<file path="src/rtl/led_indicator_ctrl_pkg.sv">
// Shared types and helpers for the mode/status LED driver.
// State encoding, default timing constants and a one-hot MSB-first decoder.
package led_indicator_ctrl_pkg;

  typedef enum logic {
    STEADY = 1'b0,
    FLASH  = 1'b1
  } state_e;

  localparam int DEF_TICK_DIV      = 25_000_000;
  localparam int DEF_FLASH_TOGGLES = 6;
  localparam int MAX_LED_W         = 256;

  // Mode m lights bit n-1-m, so mode 0 is the leftmost LED on the board.
  function automatic logic [MAX_LED_W-1:0] onehot_msb(input int unsigned m, input int unsigned n);
    onehot_msb = {{(MAX_LED_W-1){1'b0}}, 1'b1} << (n - 1 - m);
  endfunction

endpackage

</file>
<file path="src/rtl/led_tick_gen.sv">
// Free-running divider: 1-cycle tick every TICK_DIV clocks, with a
// synchronous clear so a blinker can restart its timebase on demand.
module led_tick_gen #(
  parameter int TICK_DIV = 25_000_000
) (
  input  logic clk,
  input  logic reset_n,
  input  logic i_clr,
  output logic o_tick
);

  localparam int CNT_W = (TICK_DIV > 2) ? $clog2(TICK_DIV) : 1;
  localparam logic [CNT_W-1:0] TERM = CNT_W'(TICK_DIV - 1);

  logic [CNT_W-1:0] r_cnt;
  logic             w_term;

  assign w_term = (r_cnt == TERM);
  assign o_tick = w_term && !i_clr;

  always_ff @(posedge clk or negedge reset_n) begin
    if (!reset_n)            r_cnt <= '0;
    else if (i_clr || w_term) r_cnt <= '0;
    else                      r_cnt <= r_cnt + 1'b1;
  end

endmodule

</file>
<file path="src/rtl/led_indicator_ctrl.sv">
// Mode/status LED driver: one-hot mode bank that flashes after every mode
// change, plus a status LED. Optional dimming via `define LED_PWM_EN.
module led_indicator_ctrl
  import led_indicator_ctrl_pkg::*;
#(
  parameter int MODE_W        = 2,
  parameter int TICK_DIV      = DEF_TICK_DIV,
  parameter int FLASH_TOGGLES = DEF_FLASH_TOGGLES,
  parameter int PWM_W         = 4,
  localparam int unsigned N_LED = 2**MODE_W
) (
  input  logic              clk,
  input  logic              reset_n,
  input  logic [MODE_W-1:0] sw_mode,
  input  logic              sw,
  input  logic [PWM_W-1:0]  duty,
  output logic [N_LED-1:0]  led_mode,
  output logic              led_stat,
  output logic              flashing
);

  localparam int FCNT_W = $clog2(FLASH_TOGGLES + 1);

  logic [MODE_W-1:0] r_mode_s1, r_mode_s2, r_committed;
  logic              r_sw_s1, r_sw_s2;
  state_e            r_state;
  logic              r_phase;
  logic [FCNT_W-1:0] r_fcnt;
  logic [N_LED-1:0]  r_led_mode;
  logic              r_led_stat, r_flashing;

  logic              w_change, w_tick;
  state_e            w_state_nx;
  logic [MODE_W-1:0] w_commit_nx;
  logic              w_phase_nx;
  logic [FCNT_W-1:0] w_fcnt_nx;
  logic [N_LED-1:0]  w_onehot, w_led_nx;
  logic              w_stat_nx, w_flash_nx, w_pwm_on;

  // Inputs are asynchronous to clk: two-flop synchronisers.
  always_ff @(posedge clk or negedge reset_n) begin
    if (!reset_n) begin
      r_mode_s1 <= '0;
      r_mode_s2 <= '0;
      r_sw_s1   <= 1'b0;
      r_sw_s2   <= 1'b0;
    end else begin
      r_mode_s1 <= sw_mode;
      r_mode_s2 <= r_mode_s1;
      r_sw_s1   <= sw;
      r_sw_s2   <= r_sw_s1;
    end
  end

  assign w_change = (r_mode_s2 != r_committed);

  led_tick_gen #(.TICK_DIV(TICK_DIV)) u_tick (
    .clk     (clk),
    .reset_n (reset_n),
    .i_clr   (w_change),
    .o_tick  (w_tick)
  );

  always_ff @(posedge clk or negedge reset_n) begin
    if (!reset_n) begin
      r_state     <= STEADY;
      r_committed <= '0;
      r_phase     <= 1'b0;
      r_fcnt      <= '0;
    end else begin
      r_state     <= w_state_nx;
      r_committed <= w_commit_nx;
      r_phase     <= w_phase_nx;
      r_fcnt      <= w_fcnt_nx;
    end
  end

  // A new mode always wins, even mid-flash: the sequence restarts dark.
  always_comb begin
    w_state_nx  = r_state;
    w_commit_nx = r_committed;
    w_phase_nx  = r_phase;
    w_fcnt_nx   = r_fcnt;
    if (w_change) begin
      w_state_nx  = FLASH;
      w_commit_nx = r_mode_s2;
      w_phase_nx  = 1'b0;
      w_fcnt_nx   = FCNT_W'(FLASH_TOGGLES);
    end else if (r_state == FLASH && w_tick) begin
      w_phase_nx = ~r_phase;
      w_fcnt_nx  = r_fcnt - 1'b1;
      if (r_fcnt == FCNT_W'(1)) w_state_nx = STEADY;
    end
  end

`ifdef LED_PWM_EN
  logic [PWM_W-1:0] r_pwm_cnt;

  always_ff @(posedge clk or negedge reset_n) begin
    if (!reset_n) r_pwm_cnt <= '0;
    else          r_pwm_cnt <= r_pwm_cnt + 1'b1;
  end

  // All-ones duty has to be special-cased, since cnt < duty misses cnt == max.
  assign w_pwm_on = (duty == {PWM_W{1'b1}}) || (r_pwm_cnt < duty);
`else
  logic w_unused_duty;
  assign w_unused_duty = ^duty;
  assign w_pwm_on      = 1'b1;
`endif

  // Outputs are decoded from next-state values so the output flops line up
  // with the state flops and present no combinational path to the pins.
  always_comb begin
    w_onehot   = N_LED'(onehot_msb(32'(w_commit_nx), N_LED));
    w_flash_nx = (w_state_nx == FLASH);
    w_led_nx   = (w_flash_nx && !w_phase_nx) ? '0 : w_onehot;
    w_led_nx   = w_led_nx & {N_LED{w_pwm_on}};
    w_stat_nx  = r_sw_s2 & w_pwm_on;
  end

  always_ff @(posedge clk or negedge reset_n) begin
    if (!reset_n) begin
      r_led_mode <= '0;
      r_led_stat <= 1'b0;
      r_flashing <= 1'b0;
    end else begin
      r_led_mode <= w_led_nx;
      r_led_stat <= w_stat_nx;
      r_flashing <= w_flash_nx;
    end
  end

  assign led_mode = r_led_mode;
  assign led_stat = r_led_stat;
  assign flashing = r_flashing;

endmodule

</file>
<file path="config.mk">
export PLATFORM = sky130hd
export DESIGN_NAME = led_indicator_ctrl
export DESIGN_NICKNAME = d
export VERILOG_FILES = /design/src/rtl/led_indicator_ctrl_pkg.sv /design/src/rtl/led_tick_gen.sv /design/src/rtl/led_indicator_ctrl.sv
export SDC_FILE = /design/constraint.sdc
export NUM_CORES = 1
export LEC_CHECK = 0
export CORE_ASPECT_RATIO = 1.1
export CORE_UTILIZATION = 62
export CTS_CLUSTER_SIZE = 30
export DETAILED_ROUTE_END_ITERATION = 12
export HOLD_SLACK_MARGIN = 0.15
export PLACE_DENSITY = 0.86
export REMOVE_ABC_BUFFERS = 1
export SKIP_CTS_REPAIR_TIMING = 1
export SLEW_MARGIN = 40
export SYNTH_ARGS = -nofsm -noshare
export SYNTH_HDL_FRONTEND = slang
export SYNTH_HIERARCHICAL = 1
export SYNTH_SLANG_ARGS = --single-unit
</file>
<file path="constraint.sdc">
create_clock -name clk -period 5.05 [get_ports clk]
set_input_delay 1.2625 -clock clk [delete_from_list [all_inputs] [get_ports clk]]
set_output_delay 1.2625 -clock clk [all_outputs]
set_load 0.1 [all_outputs]
</file>
Word level (Yosys, flattened, before mapping)
Cells that the tools add are included.
W data, S select, Z words.
{"block": "word_totals", "regBits": 43, "output_inout_bits": 6, "word_cells": 36}
{"block": "op_classes", "n_addsub": 3, "n_eq_ne": 3, "n_shift": 1, "muxes": 10, "bitwise_logic": 1, "reduce_logical": 7}
{"cell": "$shl A1 B32 Y4 const A", "n": 1}
{"cell": "$add A25 B1 Y25 const B", "n": 1}
{"cell": "$eq A25 B25 Y1 const B", "n": 1}
{"cell": "$mux W25", "n": 1}
{"cell": "$mux W3", "n": 2}
{"cell": "$mux W1", "n": 5}
{"cell": "$mux W4", "n": 1}
{"cell": "$eq A3 B1 Y1 const B", "n": 1}
{"cell": "$logic_and A1 B1 Y1", "n": 3}
{"cell": "$sub A2 B2 Y3 const A", "n": 1}
{"cell": "$sub A3 B1 Y3 const B", "n": 1}
{"cell": "$logic_not A1 Y1", "n": 2}
{"cell": "$mux W2", "n": 1}
{"cell": "$ne A2 B2 Y1", "n": 1}
{"cell": "$reduce_bool A2 Y1", "n": 1}
{"cell": "$logic_or A1 B1 Y1", "n": 1}
{"cell": "$not A1 Y1", "n": 1}

Depth between registers and ports, before layout
Gate-level depths: netlist of the first run.
{"block": "depth", "ltp_word": 9, "ltp_mapped": 8, "ltp_nobuf": 8}

By module
Netlist of the first run, hierarchy kept.
{"mod": "led_tick_gen", "n_inst": 1, "cells_each": 145, "area_per_inst_um2": 1367.6}
{"mod": "led_indicator_ctrl", "n_inst": 1, "cells_each": 49, "area_per_inst_um2": 678.2}

Least setup slack after synthesis of the first run
No wires, ideal clock.
{"block": "synth_timing", "path_kind": "register -> register", "from": "register u_tick.r_cnt[17]", "to": "register r_led_mode[1] (netlist: led_mode[1])", "arrival_time_ns": 2.136, "required_time_ns": 4.928, "slack_ns": 2.792, "path_stages_with_launch": 8, "path_buffers": 0, "period_less_slack_ns": 2.258, "cell_sequence": "dfrtp_1 > or4b_2 > nor3_1 > nand4_1 > nor2_1 > or2_2 > o21ai_1 > a2111oi_1"}
{"block": "synth_between", "elab_chain_cells": 8, "elab_cells_between_ends": 10}
{"element": "start: declaration", "line": "led_tick_gen.sv:15", "rtl": "logic [CNT_W-1:0] r_cnt;"}
{"element": "start signal: assignment", "line": "led_tick_gen.sv:24", "rtl": "else r_cnt <= r_cnt + 1'b1;"}
{"element": "$eq A25 B25 Y1 (*)", "line": "led_tick_gen.sv:18", "rtl": "assign w_term = (r_cnt == TERM);"}
{"element": "$logic_and A1 B1 Y1 (*)", "line": "led_tick_gen.sv:19", "rtl": "assign o_tick = w_term && !i_clr;"}
{"element": "net w_tick", "line": "led_indicator_ctrl.sv:32", "rtl": "logic w_change, w_tick;"}
{"element": "$logic_and A1 B1 Y1 (*)", "line": "led_indicator_ctrl.sv:89", "rtl": "end else if (r_state == FLASH && w_tick) begin"}
{"element": "$mux W1", "line": "led_indicator_ctrl.sv:89"}
{"element": "$mux W1", "line": "led_indicator_ctrl.sv:84", "rtl": "if (w_change) begin"}
{"element": "$logic_not A1 Y1", "line": "led_indicator_ctrl.sv:117", "rtl": "w_led_nx = (w_flash_nx && !w_phase_nx) ? '0 : w_onehot;"}
{"element": "$logic_and A1 B1 Y1 (*)", "line": "led_indicator_ctrl.sv:117"}
{"element": "$mux W4 (*)", "line": "led_indicator_ctrl.sv:117"}
{"element": "net w_led_nx[1]", "line": "led_indicator_ctrl.sv:37", "rtl": "logic [N_LED-1:0] w_onehot, w_led_nx;"}
{"element": "end signal: assignment", "line": "led_indicator_ctrl.sv:128", "rtl": "r_led_mode <= w_led_nx;"}
{"element": "end: declaration", "line": "led_indicator_ctrl.sv:29", "rtl": "logic [N_LED-1:0] r_led_mode;"}
The timed path passes the listed nets; every way through them passes the cells marked *.
A chain may end at the register's enable or synchronous reset.

Worst setup path in the final report of the first run
{"block": "layout_timing", "from": "register u_tick.r_cnt[17]", "to": "register r_led_mode[0] (netlist: led_mode[0])"}
Same word-level chain as after synthesis.

==> impl_metrics.py, run 1 <==
metrics = {
    "synthesis": {
        "synth-seq-cells": 43,
        "netlist_area_sq_um": 2046,
        "ys_top_cells_by_area": "dfrtp_1 53%, nor2_1 3.9%, xnor2_1 3.9%",
        "synthDistinctLibCells": 40,
        "synth_most_common_cell": "dfrtp_1",
        "synth_commonest_cells": "43 x dfrtp_1, 21 x nor2_1, 16 x nand2_1, 10 x a21oi_1, 10 x nand3_1",
        "synth_edf_count": 0,
        "synth_top_area_share_pct": 52.60,
        "yosysTopAreaCell": "dfrtp_1",
        "avgSynthCellArea_sq_um": 10.54,
        "yosysWarnings": 6,
        "synth_flop_cell": "dfrtp_1",
        "ys_async_sr_fraction_pct": 100.0,
        "synthCells": 194,
        "seq_area_frac_synth_pct": 52.60,
    },
    "global_routing": {
        "grt_pass1_vias": 1408,
        "grt.busiest_layer": "met2",
        "grt_usage_pct": 23.39,
        "grt_first_pass_wirelength_mm": 6.216,
        "grtUsageMet3_pct": 7.917,
        "antenna_found_initial": 0,
        "grt_overflow": 0,
        "grt_max_degree": 44,
        "use_met1_pct": 27.35,
        "gr-usage-met2_pct": 39.43,
    },
    "route": {
        "antenna_left": 0,
        "drt_iter0_drc": 84,
        "drt_first_pass_iters": 5,
        "drc": 0,
        "num_vias": 1500,
        "drt-total-wl_mm": 3.708,
        "routedWlPerCell_um": 15.58,
        "viasPerCell": 6.303,
    },
    "sta": {
        "min_period_over_period_pct": 52.25,
        "relSlewSlack_pct": 65.65,
        "worst_pin_slew_ns": 0.5153,
        "rsz0062_at_grt": "no",
        "setup_slack_ns": 2.412,
        "fmax_mhz": 379.0,
        "clock_skew_ns": 0.008580,
        "finalSetupTns_ns": 0,
        "drv_slew": 0,
        "period_minus_slack_ns": 2.638,
        "finalSetupViolCount": 0,
        "hold_viol": 0,
    },
    "clocking": {
        "clk_latency_ns": 0.36,
        "numCtsBuffers": 5,
        "h-tree-depth": 2,
        "cts_tree": "built",
        "cts_num_sinks": 43,
        "clockBufferDepth": 2,
        "cts_root_buffer": "clkbuf_4",
        "cts.clk_slew.worst_paths_ns": 0.14,
    },
    "floorplanning": {
        "dieArea_sq_um": 3534,
        "die_h_um": 62.25,
        "io_pins": 15,
        "coreArea_sq_um": 3100,
        "initial_core_util_pct": 65.98,
        "fp-row-count": 21,
        "fp.dieW_um": 56.77,
    },
    "place": {
        "placed_cells": 230,
        "place_ws_ns": 2.478,
        "placed_cell_area_sq_um": 2108,
        "dp_hpwl_mm": 2.539,
        "io_buffers": 10,
        "routabilityCongestion": 0.8831,
    },
    "worst_hold_path": {
        "min_path_type": "reg -> reg",
        "holdPathStages": 0,
    },
    "cells_and_area": {
        "num-nets-final": 215,
        "finalInstanceArea_sq_um": 2173,
        "fillers": 215,
        "stdcell_count": 238,
        "final_util_pct": 70.10,
        "drive_gt1_share_pct": 16.67,
        "area_growth_syn_to_layout_pct": 6.238,
        "antennaDiodeCount": 0,
    },
    "worst_setup_path": {
        "cp.arrival_ns": 2.88,
        "path_max_fanout": 5,
        "cp.required_ns": 5.30,
        "crit_type": "reg -> reg",
        "r2r_cells": 7,
        "worstSetupEndpointType": "flop",
        "crit_path_start_kind": "flop",
    },
    "power": {
        "p_leak_nw": 0.8563,
        "power_density_nw_per_um2": 260.8,
        "peakVddDrop_mv": 0.2276,
    },
    "run_status": {
        "status": "completed",
    },
    "job": {
        "maxCapViolCount": 0,
    },
}
[metrics by stage]
step | hold WS, ns | power (mW)
5_1_grt | 0.3820 | 0.5949
2_1_floorplan | 0.3312 | 0.3755
4_1_cts | 0.3677 | 0.5737
6_report | 0.3645 | 0.5667
3_3_place_gp | 0.3317 | 0.3887
3_5_place_dp | 0.3358 | 0.3906
[layer usage]
layer | vias up | routed length (um)
li1 | 711 | -
met1 | 737 | 1465
met2 | 42 | 1963
met3 | 10 | 193
met4 | 0 | 85
met5 | - | 0
[cell usage in the layout (no fill, tap or decap), types with 5 or more instances in the layout]
cell type / n
inv_1: 7
nand3_1: 10
nor2_1: 21
or4_1: 6
xor2_1: 6
buf_2: 6
nand4_1: 6
o21ai_0: 6
o31ai_1: 5
nand2_1: 16
clkbuf_4: 5
a21oi_1: 10
dfrtp_1: 43
xnor2_1: 9
[power by group]
group / leakage, nW / internal, mW / total (mW) / switching, mW
Sequential: 0.563 / 0.349 / 0.355 / 0.00539
Combinational: 0.256 / 0.00747 / 0.0289 / 0.0215
Clock: 0.0366 / 0.0598 / 0.183 / 0.123
[flip-flops by register name, indices dropped and copies added, names as in the netlist, 2 cells and up]
register,flops
u_tick/r_cnt,25
r_fcnt,3
r_committed,2
r_mode_s1,2
led_mode,4
r_mode_s2,2
[kinds of logic (layout without fill, tap and decap cells)]
group	Yosys count	after routing	synth area share (%)
buf+inv	15	25	3.609
flops	43	43	52.60
fa+ha+maj	3	3	1.835
compound gates	30	30	9.786
simple gates	86	86	24.16
xor+xnor	17	17	8.012
[area by class of cell]
class	instances	area, sq um	share of cell area, %
Multi-Input combinational cell	136	897.1	41.28
Timing Repair Buffer	10	67.56	3.109
Clock inverter	3	26.28	1.209
Tap cell	34	42.54	1.957
Inverter	7	26.28	1.209
Sequential cell	43	1076	49.51
Clock buffer	5	37.54	1.727
[final timing paths]
kind	start	end	slack, ns
min	r_sw_s2$_DFF_PN0_	led_stat$_DFF_PN0_	0.36
max reg2reg	u_tick/r_cnt[17]$_DFF_PN0_	led_mode[0]$_DFF_PN0_	2.41
min in group asynchronous	reset_n	u_tick/r_cnt[19]$_DFF_PN0_	0.85
min reg2reg	r_sw_s2$_DFF_PN0_	led_stat$_DFF_PN0_	0.36
max in group asynchronous	reset_n	r_phase$_DFF_PN0_	3.84
max	u_tick/r_cnt[17]$_DFF_PN0_	led_mode[0]$_DFF_PN0_	2.41
[worst max-delay path, cell delays in order, from the launching register on]
cell and delay, ns:
dfrtp_1 0.43, or4b_2 0.68, nor3_1 0.28, nand4_1 0.13
nor2_1 0.26, or2_2 0.17, o21ai_1 0.12, a2111oi_1 0.45
No activity file was read; power rests on OpenSTA's default activity.
==> run 2, diff against run 1 <==
--- a/config.mk
+++ b/config.mk
@@ -6,11 +6,11 @@
 export NUM_CORES = 1
 export LEC_CHECK = 0
 export CORE_ASPECT_RATIO = 1.1
-export CORE_UTILIZATION = 62
+export CORE_UTILIZATION = 57
 export CTS_CLUSTER_SIZE = 30
 export DETAILED_ROUTE_END_ITERATION = 12
 export HOLD_SLACK_MARGIN = 0.15
-export PLACE_DENSITY = 0.86
+export PLACE_DENSITY = 0.8
 export REMOVE_ABC_BUFFERS = 1
 export SKIP_CTS_REPAIR_TIMING = 1
 export SLEW_MARGIN = 40
==> constraint.sdc (replaced) <==
create_clock -name clk -period 2.6 [get_ports clk]
set_input_delay 0.65 -clock clk [delete_from_list [all_inputs] [get_ports clk]]
set_output_delay 0.65 -clock clk [all_outputs]
set_load 0.1 [all_outputs]
==> run 2 against run 1 <==
Net effect: critical path depth unchanged; count of clock-buffer cells in the layout unchanged; critical path type unchanged; critical endpoint is now led_mode[1]$_DFF_PN0_; flip-flop and latch count unchanged; register-to-register slack worse by 2.2 ns; largest cell class unchanged; fmax up 8.7%; clock skew down 0.0022 ns.
==> impl_metrics.py, run 2 (synthesized netlist as in run 1, its figures left out) <==
metrics = {
    "power": {
        "total_power_mw": 1.079,
        "p_leak_nw": 0.8722,
        "peakVddDrop_mv": 0.3817,
        "power_density_nw_per_um2": 482.5,
    },
    "worst_setup_path": {
        "worstSetupEndpointType": "flop",
        "reg2reg_slack_ns": 0.17,
        "cp.arrival_ns": 2.66,
        "cp_num_buf_inv": 0,
        "slowest_stage": "or4b_2",
        "cpLargestDelayFamily": "simple AND/OR/NAND/NOR gates",
        "cp.required_ns": 2.84,
        "max_stage_delay_ns": 0.66,
        "crit_chain": "or4b_2 -> nor3_2 -> nand4_1 -> nor2_1 -> or2_2 -> o21ai_1 -> a2111oi_1",
        "crit_type": "reg -> reg",
        "path_max_fanout": 6,
        "crit_path_start_kind": "flop",
    },
    "sta": {
        "fmax_mhz": 412.1,
        "setup_slack_ns": 0.1731,
        "drv_slew": 0,
        "finalSetupTns_ns": 0,
        "worst_pin_slew_ns": 0.3678,
        "hold-worst-slack_ns": 0.1785,
        "rsz0062_at_grt": "yes",
        "finalSetupViolCount": 0,
        "clock_skew_ns": 0.006409,
        "hold_viol": 0,
        "min_period_over_period_pct": 93.34,
        "period_minus_slack_ns": 2.427,
        "relSlewSlack_pct": 75.48,
    },
    "global_routing": {
        "grt_usage_pct": 21.57,
        "use_met1_pct": 23.15,
        "grt_first_pass_wirelength_mm": 6.127,
        "grt_overflow": 0,
        "grtUsageMet3_pct": 6.786,
        "antenna_found_initial": 0,
        "grt.busiest_layer": "met2",
        "grt_max_degree": 28,
        "grt_pass1_vias": 1503,
        "gr-usage-met2_pct": 37.78,
    },
    "place": {
        "io_buffers": 10,
        "placed_cell_area_sq_um": 2168,
        "dp_hpwl_mm": 2.632,
        "place_ws_ns": 0.1712,
        "placed_cells": 248,
        "routabilityCongestion": 0.8970,
    },
    "clocking": {
        "clockBufferDepth": 2,
        "numCtsBuffers": 5,
        "cts_num_sinks": 43,
        "cts.clk_slew.worst_paths_ns": 0.13,
        "clk_latency_ns": 0.36,
        "cts_root_buffer": "clkbuf_4",
        "h-tree-depth": 2,
        "cts_tree": "built",
    },
    "cells_and_area": {
        "area_growth_syn_to_layout_pct": 9.296,
        "antennaDiodeCount": 0,
        "final_common_cell": "dfrtp_1",
        "fillers": 287,
        "most-common-layout-cells": "43 x dfrtp_1, 21 x nor2_1, 16 x nand2_1",
        "multiInputGateArea_sq_um": 900.9,
        "seq_area_sq_um": 1076,
        "stdcell_count": 256,
        "finalInstanceArea_sq_um": 2236,
        "num-nets-final": 219,
        "largest_reg_flops": 25,
        "regMostFlops": "u_tick/r_cnt",
        "drive_gt1_share_pct": 18.27,
        "final_util_pct": 66.04,
    },
    "job": {
        "maxCapViolCount": 0,
    },
    "route": {
        "routedWlPerCell_um": 14.18,
        "drt_iter0_drc": 113,
        "num_vias": 1487,
        "viasPerCell": 5.809,
        "drt-total-wl_mm": 3.630,
        "drt_first_pass_iters": 4,
        "antenna_left": 0,
        "drc": 0,
    },
    "floorplanning": {
        "fp.dieW_um": 59.12,
        "fp-row-count": 22,
        "io_pins": 15,
        "dieArea_sq_um": 3833,
        "die_h_um": 64.83,
        "initial_core_util_pct": 60.42,
        "coreArea_sq_um": 3386,
    },
    "run_status": {
        "status": "completed",
    },
    "worst_hold_path": {
        "min_path_type": "in -> async",
    },
}
==> run 2: cell types whose count changed in the layout (fill, tap and decap cells not counted) <==
cell,previous run,this run
clkinvlp_4,0,1
inv_6,3,0
buf_4,1,10
a41o_2,1,0
nor3_2,0,1
buf_2,6,1
a41o_1,0,1
nor3_1,4,3
clkinv_4,0,2
==> run 2: worst register-to-register path: cells and delay by family, from the launching register on <==
| kind | cells | cell delay, ns |
|---|---|---|
| AOI/OAI and AO/OA | 2 | 0.55 |
| and+or+nand+nor | 5 | 1.31 |
| DFF | 1 | 0.45 |
==> run 2: final cells by class <==
cell class | count | share of cell area (%)
well taps | 48 | 2.686
clock inverters | 3 | 1.119
repair buffers | 14 | 4.924
flip-flops and latches | 43 | 48.13
clock buffers | 5 | 1.679
multi-input cells | 136 | 40.29
inverters | 7 | 1.175
==> run 2: per-layer routing <==
metal	vias up	wire length [um]
met3	7	150
met5	-	0
li1	720	-
met2	31	1930
met4	0	65
met1	729	1483
==> run 2: report_power, final <==
| part | switching, mW | internal, mW | leakage (nW) |
|---|---|---|---|
| logic | 0.0422 | 0.0189 | 0.278 |
| clock network | 0.221 | 0.108 | 0.0314 |
| registers | 0.00965 | 0.678 | 0.563 |
==> run 2: path summary, 6_finish.rpt <==
path	from	to	depth (start not counted)
max	u_tick/r_cnt[15]$_DFF_PN0_	led_mode[1]$_DFF_PN0_	7
min	reset_n	u_tick/r_cnt[13]$_DFF_PN0_	1
max reg2reg	u_tick/r_cnt[15]$_DFF_PN0_	led_mode[1]$_DFF_PN0_	7
min reg2reg	r_mode_s1[0]$_DFF_PN0_	r_mode_s2[0]$_DFF_PN0_	0
max in group asynchronous	reset_n	u_tick/r_cnt[6]$_DFF_PN0_	2
min in group clk	r_mode_s1[0]$_DFF_PN0_	r_mode_s2[0]$_DFF_PN0_	0
